<file path="src/rtl/bus_arbiter_pkg.sv">
// Shared types and constants for the four-master bus arbiter.
package bus_arbiter_pkg;

  localparam int unsigned MAX_HOLD_DEF = 16;
  localparam int unsigned NUM_MASTERS  = 4;

  localparam logic ENABLE_  = 1'b0;
  localparam logic DISABLE_ = 1'b1;

  localparam logic [1:0] BUS_OWNER_MASTER_0 = 2'd0;
  localparam logic [1:0] BUS_OWNER_MASTER_1 = 2'd1;
  localparam logic [1:0] BUS_OWNER_MASTER_2 = 2'd2;
  localparam logic [1:0] BUS_OWNER_MASTER_3 = 2'd3;

  typedef logic [1:0] bus_owner_t;

  typedef enum logic {
    ST_IDLE = 1'b0,
    ST_BUSY = 1'b1
  } bus_state_e;

endpackage

</file>
<file path="src/rtl/bus_arbiter_rr_pick.sv">
// Rotating-priority search: first set bit of req starting at start, wrapping
// modulo 4. With excl_own set, the slot just before start (the current owner)
// is skipped so a busy owner never re-picks itself.
module bus_rr_pick
  import bus_arbiter_pkg::*;
(
  input  logic [3:0] req,
  input  logic [1:0] start,
  input  logic       excl_own,
  output logic [1:0] idx,
  output logic       vld
);

  logic [1:0] cand;

  // Scan from the farthest slot back to start so the nearest requester wins.
  always_comb begin
    idx  = start;
    vld  = 1'b0;
    cand = '0;
    for (int k = 3; k >= 0; k--) begin
      cand = start + 2'(k);
      if (req[cand] && !(excl_own && k == 3)) begin
        idx = cand;
        vld = 1'b1;
      end
    end
  end

endmodule

</file>
<file path="src/rtl/bus_arbiter.sv">
// Four-master bus arbiter: rotating priority, registered active-low grants,
// forced re-arbitration after MAX_HOLD cycles when someone else is waiting.
module bus_arbiter
  import bus_arbiter_pkg::*;
#(
  parameter int unsigned MAX_HOLD = MAX_HOLD_DEF
) (
  input  logic       clk,
  input  logic       reset,
  input  logic       m0_req_,
  input  logic       m1_req_,
  input  logic       m2_req_,
  input  logic       m3_req_,
  output logic       m0_grnt_,
  output logic       m1_grnt_,
  output logic       m2_grnt_,
  output logic       m3_grnt_,
  output logic [1:0] bus_owner,
  output logic       bus_busy
);

  localparam logic [7:0] HOLD_MAX = 8'(MAX_HOLD - 1);

  bus_state_e state_q, state_d;
  bus_owner_t owner_q, owner_d;
  logic [7:0] hold_q, hold_d;
  logic [3:0] grnt_q;
  logic [3:0] req_act;
  logic [1:0] nxt_ptr;
  logic [1:0] pick_idx;
  logic       pick_vld;
  logic       own_req;

  assign req_act = ~{m3_req_, m2_req_, m1_req_, m0_req_};
  assign nxt_ptr = owner_q + 2'd1;
  assign own_req = req_act[owner_q];

  // In IDLE the old owner is still eligible (searched last); in BUSY it is excluded.
  bus_rr_pick u_pick (
    .req      (req_act),
    .start    (nxt_ptr),
    .excl_own (state_q == ST_BUSY),
    .idx      (pick_idx),
    .vld      (pick_vld)
  );

  // Next-state: grant, hand over on release, preempt at hold limit, or idle.
  always_comb begin
    state_d = state_q;
    owner_d = owner_q;
    hold_d  = hold_q;
    case (state_q)
      ST_IDLE: begin
        hold_d = '0;
        if (pick_vld) begin
          state_d = ST_BUSY;
          owner_d = pick_idx;
        end
      end
      ST_BUSY: begin
        if (!own_req || (hold_q == HOLD_MAX && pick_vld)) begin
          hold_d = '0;
          if (pick_vld) owner_d = pick_idx;
          else          state_d = ST_IDLE;
        end else if (hold_q != HOLD_MAX) begin
          hold_d = hold_q + 8'd1;
        end
      end
      default: begin
        state_d = ST_IDLE;
        hold_d  = '0;
      end
    endcase
  end

  // State, owner pointer, hold counter and grant lines, all registered.
  always_ff @(posedge clk) begin
    if (reset) begin
      state_q <= ST_IDLE;
      owner_q <= BUS_OWNER_MASTER_3;
      hold_q  <= '0;
      grnt_q  <= {4{DISABLE_}};
    end else begin
      state_q <= state_d;
      owner_q <= owner_d;
      hold_q  <= hold_d;
      grnt_q  <= (state_d == ST_BUSY) ? ~(4'b0001 << owner_d) : {4{DISABLE_}};
    end
  end

  assign m0_grnt_  = grnt_q[0];
  assign m1_grnt_  = grnt_q[1];
  assign m2_grnt_  = grnt_q[2];
  assign m3_grnt_  = grnt_q[3];
  assign bus_owner = owner_q;
  assign bus_busy  = (state_q == ST_BUSY);

endmodule

</file>
<file path="config.mk">
export PLATFORM = sky130hd
export DESIGN_NAME = bus_arbiter
export DESIGN_NICKNAME = d
export VERILOG_FILES = /design/src/rtl/bus_arbiter_pkg.sv /design/src/rtl/bus_arbiter_rr_pick.sv /design/src/rtl/bus_arbiter.sv
export SDC_FILE = /design/constraint.sdc
export NUM_CORES = 1
export LEC_CHECK = 0
export CAP_MARGIN = 20
export CORE_AREA = 2 2 47 49
export DETAILED_ROUTE_END_ITERATION = 10
export DIE_AREA = 0 0 49 51
export PLACE_DENSITY = 0.76
export SLEW_MARGIN = 20
export SYNTH_ARGS = -nofsm -noshare
export SYNTH_HDL_FRONTEND = slang
export SYNTH_SLANG_ARGS = --single-unit
</file>
<file path="constraint.sdc">
create_clock -name clk -period 2.15 [get_ports clk]
set_input_delay 0.645 -clock clk [delete_from_list [all_inputs] [get_ports clk]]
set_output_delay 0.645 -clock clk [all_outputs]
set_load 0.01 [all_outputs]
</file>
Word-level counts from Yosys, hierarchy flattened
Cells that the tools add are included.
Word-level totals
  bits in registers: 15
  input bits: 6
  output and inout bits: 7
  logic and storage cells: 55
Cells by class
  $add $sub $neg: 5
  magnitude comparators: 5
  eq/ne operators: 3
  shift operators: 1
  multiplexer cells: 27
  bitwise logic cells: 4
  reductions and logical operators: 6
Operators with widths (number)
  $mux W8: 2
  $pmux W8 S2: 1
  $lt A2 B3 Y1 const B: 5
  $mux W2: 6
  $mux W1: 11
  $bmux W1 S2: 5
  $add A8 B1 Y8 const B: 1
  $eq A8 B4 Y1 const B: 1
  $ne A8 B4 Y1 const B: 1
  $not A4 Y4: 2
  $add A2 B1 Y2 const B: 2
  $add A2 B2 Y2 const B: 2
  $pmux W2 S2: 1
  $shl A1 B2 Y4 const A: 1
  $ne A3 B1 Y1 const B: 1
  $logic_and A1 B1 Y1: 2
  $logic_not A1 Y1: 2
  $not A1 Y1: 2
  $pmux W1 S2: 1
  $reduce_or A2 Y1: 1
  $logic_or A1 B1 Y1: 1

Longest topological paths before layout
  depth after elaboration: 15
  gate-level depth with buffers: 8
  depth with buffers taken out: 7

Cells and area by module
A second synthesis with hierarchy kept.
Second synthesis, totals
  cells, all modules: 128
  area, all modules: 1032.2 µm²
By module, submodules not included
  bus_arbiter: instances 1, cells each 82, area each 738.2 µm², seq. area each 300.3 µm²
  bus_rr_pick: instances 1, cells each 46, area each 294.0 µm², seq. area each 0.0 µm²

Worst setup path before layout
OpenSTA, ideal clock, no wires.
  path kind: input to register
  start: input port m3_req_
  end: register grnt_q[1]
  setup time: 0.120 ns
  arrival time: 1.881 ns
  data required time: 2.030 ns
  path slack: 0.149 ns
  cell stages on the path: 7
  buffers on the path: 1
  cells stage by stage: buf_2 > nor2_1 > a31o_2 > nor4_4 > nand4b_1 > o211ai_2 > or2_1
On the way
  word-level cells in the longest chain between the ends: 14
  elaborated cells between the ends (all ways): 33
  classes of those cells: shift (1); mux (24); bitwise (3); reduce/logical (5)
Ends and longest elaborated chain
  start, declared: line bus_arbiter.sv:13  | input logic m3_req_,
  $not A4 Y4 (*): line bus_arbiter.sv:34  | assign req_act = ~{m3_req_, m2_req_, m1_req_, m0_req_};
  $bmux W1 S2: line bus_arbiter_rr_pick.sv:23  | if (req[cand] && !(excl_own && k == 3)) begin
  $mux W1 (not written as such): line bus_arbiter_rr_pick.sv:23
  $logic_and A1 B1 Y1: line bus_arbiter_rr_pick.sv:23
  $mux W1 (4 in series): line bus_arbiter_rr_pick.sv:23
  $logic_and A1 B1 Y1: line bus_arbiter.sv:61  | if (!own_req || (hold_q == HOLD_MAX && pick_vld)) begin
  $logic_or A1 B1 Y1: line bus_arbiter.sv:61
  $mux W2 or $mux W1 (tied branches): line bus_arbiter.sv:61
  $pmux W2 S2 or $pmux W1 S2 (tied branches): line bus_arbiter.sv:52  | case (state_q)
  $shl A1 B2 Y4 or $not A1 Y1 (tied branches)
  $not A4 Y4 or $reduce_or A2 Y1 (tied branches)
  end signal, assigned: line bus_arbiter.sv:82  | grnt_q <= {4{DISABLE_}};
  end signal, assigned: line bus_arbiter.sv:87  | grnt_q <= (state_d == ST_BUSY) ? ~(4'b0001 << owner_d) : {4{DISABLE_}};
  end, declared: line bus_arbiter.sv:27  | logic [3:0] grnt_q;
Mark *: on every way between the ends. The rest lies on a longest branch, timed or not. The select of a mux whose other input is x is not followed.
A chain may end at the register's enable or synchronous reset.

Worst setup path in the final report
  start: input port m2_req_
  end: register grnt_q[1]
On the way
  word-level cells in the longest chain between the ends: 14
  elaborated cells between the ends (all ways): 33
  classes of those cells: shift (1); mux (24); bitwise (3); reduce/logical (5)
Ends and longest elaborated chain
  start, declared: line bus_arbiter.sv:12  | input logic m2_req_,
  $not A4 Y4 (*): line bus_arbiter.sv:34
  $bmux W1 S2: line bus_arbiter_rr_pick.sv:23
  $mux W1 (not written as such): line bus_arbiter_rr_pick.sv:23
  $logic_and A1 B1 Y1: line bus_arbiter_rr_pick.sv:23
  $mux W1 (4 in series): line bus_arbiter_rr_pick.sv:23
  $logic_and A1 B1 Y1: line bus_arbiter.sv:61
  $logic_or A1 B1 Y1: line bus_arbiter.sv:61
  $mux W2 or $mux W1 (tied branches): line bus_arbiter.sv:61
  $pmux W2 S2 or $pmux W1 S2 (tied branches): line bus_arbiter.sv:52
  $shl A1 B2 Y4 or $not A1 Y1 (tied branches)
  $not A4 Y4 or $reduce_or A2 Y1 (tied branches)
Marked as above.

==> impl_results.md <==
- Sequential fraction of the synthesis area: 29.0%
- Core Util, Final: between 60 and 70%
- Ys Warns: 0
- Synth Net Count: around 130
- Mux contribution to synthesized area: between 4 and 5%
- Clk sinks: 15
- Cells after synthesis: roughly 120
- FILL cells: around 180
- Synth-to-layout area growth: 25.0%
- CP Data Arrival Time: approximately 2300 ps
- Die X: just under 50 um
- Simple-gate share of the synthesized area: between 20% and 30%
- GP Congestion: ~0.83
- Final TNS setup: 0 ps
- Post-Synth Adder-Cell Area: ~1.2%
- Setup Viol. Count Final: 0
- First-pass DRT Iterations: 4
- FF+latch count, synth: 15
- Compound-Gate Fraction of Synth Area: roughly a quarter
- Initial Util: about 50%
- Switching Fraction: slightly below 40%
- Chip height: roughly 50 um
- Total GRT Usage: about 21%
- Clk pin slew, worst setup/hold paths: about 100 ps
- Number of synthesized flops with an enable pin: 0
- Longest Clk Path Bufs: 2
- Die ar.: 0.00250 mm2
- Power Internal: roughly 800 uW
- Largest net degree at the start of global routing: 19
- VDD IR max: about 0.7 mV
- Per-cell routed wire length: ~14 um
- Critical Path RT: roughly 2300 ps
- Main combinational cell family by area after synthesis: simple AND/OR/NAND/NOR gates
- Detailed placement HPWL: roughly 1800 um
- Reg area: 303 um2
- Share of post-route cells with drive strength above 1: 24.0%
- First-pass GRT wire length: between 3000 and 4000 um
- Pwr/cell area: ~1000 mW/mm2
- Multi-input logic area: roughly 700 um2
- Startpoint Class: primary input
- Outcome: finished, final reports clean
- NumNets Final: approximately 150
- Hold slack: between 500 and 600 ps
- CTS root buffer: clkbuf_4
- Area leader, netlist: dfxtp_1
- Synth cell types: 49
- MaxCap Viol Count: 0
- I/O pins: 13
- Slew HR: between 70 and 80%
- Min cycle time layout: about 2100 ps
- CORE AREA: between 0.002 and 0.0025 mm2
- Hold bufs inserted after CTS: 0
- Synthesized area per cell: between 8 and 9 um2
- Top cells by area, synth: dfxtp_1 29%, nor2_1 6.2%, mux2i_1 4.8%
- P_leak: between 0.0005 and 0.0006 uW
- Via count: between 900 and 1000
- Worst slew pin tran: about 340 ps
- Ant. Diodes: 0
- CP Capture Type: register
- Setup CP Type: primary input to register
- Post-synth ARST share: 0%
- Skew final: roughly 4.3 ps
- CTS Buf Count: 3
- Gate power share: 55.0%
- Latest clock arrival within the worst-skew pair: about 290 ps
- Net switching power: roughly 530 uW
- Fin. max-slew vios: 0
- Tcrit/Tclk final: between 90% and 100%
- Most used DFF post-synth: dfxtp_1
- Initial antenna violation count: 0
- Maximum operating frequency: around 0.47 GHz
- Final Hold Viols: 0
- Synthesized area: a little over 0.001 mm2
- Port Buffer Count: 12
- Worst min path class: register to register
- Post-DP Area: approximately 0.0013 mm2
- GR Overflow Total: 0
- Post-synthesis xor/xnor area fraction: 4.23%
- Number of DRC markers in iteration 0: 16
- Sequential share of power: between 30% and 40%
- Post-route cell area: about 0.0013 mm2
- CP max FO: 5
- DRC violations left: 0
- Vias/cell: ~5.4
- Yosys top cell area share: ~29%
- Site Rows: 17
- Number of global-route vias before repair: around 890
- Detailed Route WL: 2380 um
- CTS H-Tree Depth: 1
- Unrepaired setup endpoints after global routing: true
- Post-DRT Antenna Nets: 0
- CTS tree: yes
- Part of the power in the clock network: about 13%
==> per-stage QoR <==
step / std cells / worst slack (ps) / power (uW)
global placement: 170 / -465 / 1110
detailed placement: 170 / -539 / 1130
finish: 174 / 42.4 / 1340
CTS: 174 / 3.33 / 1310
global route: 174 / -17.0 / 1420
floorplan: 122 / 149 / 886
==> layout make-up <==
class | count | area share (%)
multi-input combinational | 95 | 52.6
timing repair buffer | 28 | 18.1
sequential | 15 | 23.4
inverter | 4 | 1.16
clock buffer | 4 | 2.03
tap | 28 | 2.71
==> power by group through the flow <==
stage,sequential [uW],combinational (uW),clock (uW)
4_1_cts,430,708,171
3_5_place_dp,432,702,0
5_1_grt,442,799,184
3_3_place_gp,429,683,0
2_1_floorplan,403,483,0
6_report,434,735,168
==> worst paths after layout <==
kind                startpoint  slack, ps  cells after the start         to
setup / recovery       m2_req_         40                      7  grnt_q[1]
hold / removal       hold_q[2]        560                      2  hold_q[2]
setup reg to reg  bus_owner[0]        140                      7  grnt_q[1]
hold reg to reg      hold_q[2]        560                      2  hold_q[2]
==> flip-flops by register name, indices dropped and copies added (netlist names) <==
signal / flops
hold_q: 8
grnt_q: 4
bus_owner: 2
bus_busy: 1
==> repair_timing <==
action	in CTS	in global routing
gates resized for setup	9	4
endpoints found under the setup margin	13	5
pin swaps	3	1
setup buffers	0	0
==> layout by cell type (no fill, tap or decap), types with 2 or more instances in the layout <==
master           Yosys  final
nor2_1              17     17
buf_4                1     16
dfxtp_1             15     13
clkdlybuf4s50_1      0      8
nand2b_1             7      7
nand2_1              8      7
o21ai_0              5      5
inv_1                4      4
mux2i_1              5      4
a21oi_1              4      4
xnor2_1              3      3
nor3_1               3      3
clkbuf_4             0      3
o211ai_1             2      2
o22ai_1              2      2
nor2b_1              2      2
o21a_1               2      2
o21ba_2              2      2
xor2_1               2      2
nand4b_1             2      2
a211oi_1             2      2
dfxtp_2              0      2
dlygate4sd2_1        0      2
==> Yosys cell counts, drive strengths merged (2+ instances only) <==
cell	instances
nor2b	2
a211oi	2
inv	4
or2	2
xnor2	3
o22ai	2
dfxtp	15
o21ba	2
nand2b	7
xor2	2
mux2i	5
buf	7
nor2	17
nor3	3
a21oi	5
o211ai	3
o21a	2
o21ai	5
nand4b	2
nand2	8
nor4	2
==> routing by layer <==
| metal | part of all wire, % | routed length (um) | up-vias | GRT usage, % |
|---|---|---|---|---|
| li1 | - | - | 487 | - |
| met1 | 44 | 1060 | 424 | 24.7 |
| met2 | 52 | 1230 | 21 | 37.7 |
| met3 | 3.2 | 76 | 4 | 3.80 |
| met4 | 0.88 | 21 | 0 | 5.71 |
| met5 | 0 | 0 | - | 0 |
==> cell families after synthesis <==
group / after synthesis
flip-flops: 15
XOR/XNOR: 5
multiplexers: 5
AND/OR/NAND/NOR: 51
buffers and inverters: 12
AO/OA/AOI/OAI: 33
adder cells (fa/ha/maj): 1
==> worst max-delay path, stage by stage <==
cell and delay [ps]:
dlygate4sd2_1 260, or2b_1 260, o22a_1 210, nor4_4 320, nand4b_1 220, o211ai_4 110, or2_1 250
(Power assumes the default switching activity.)
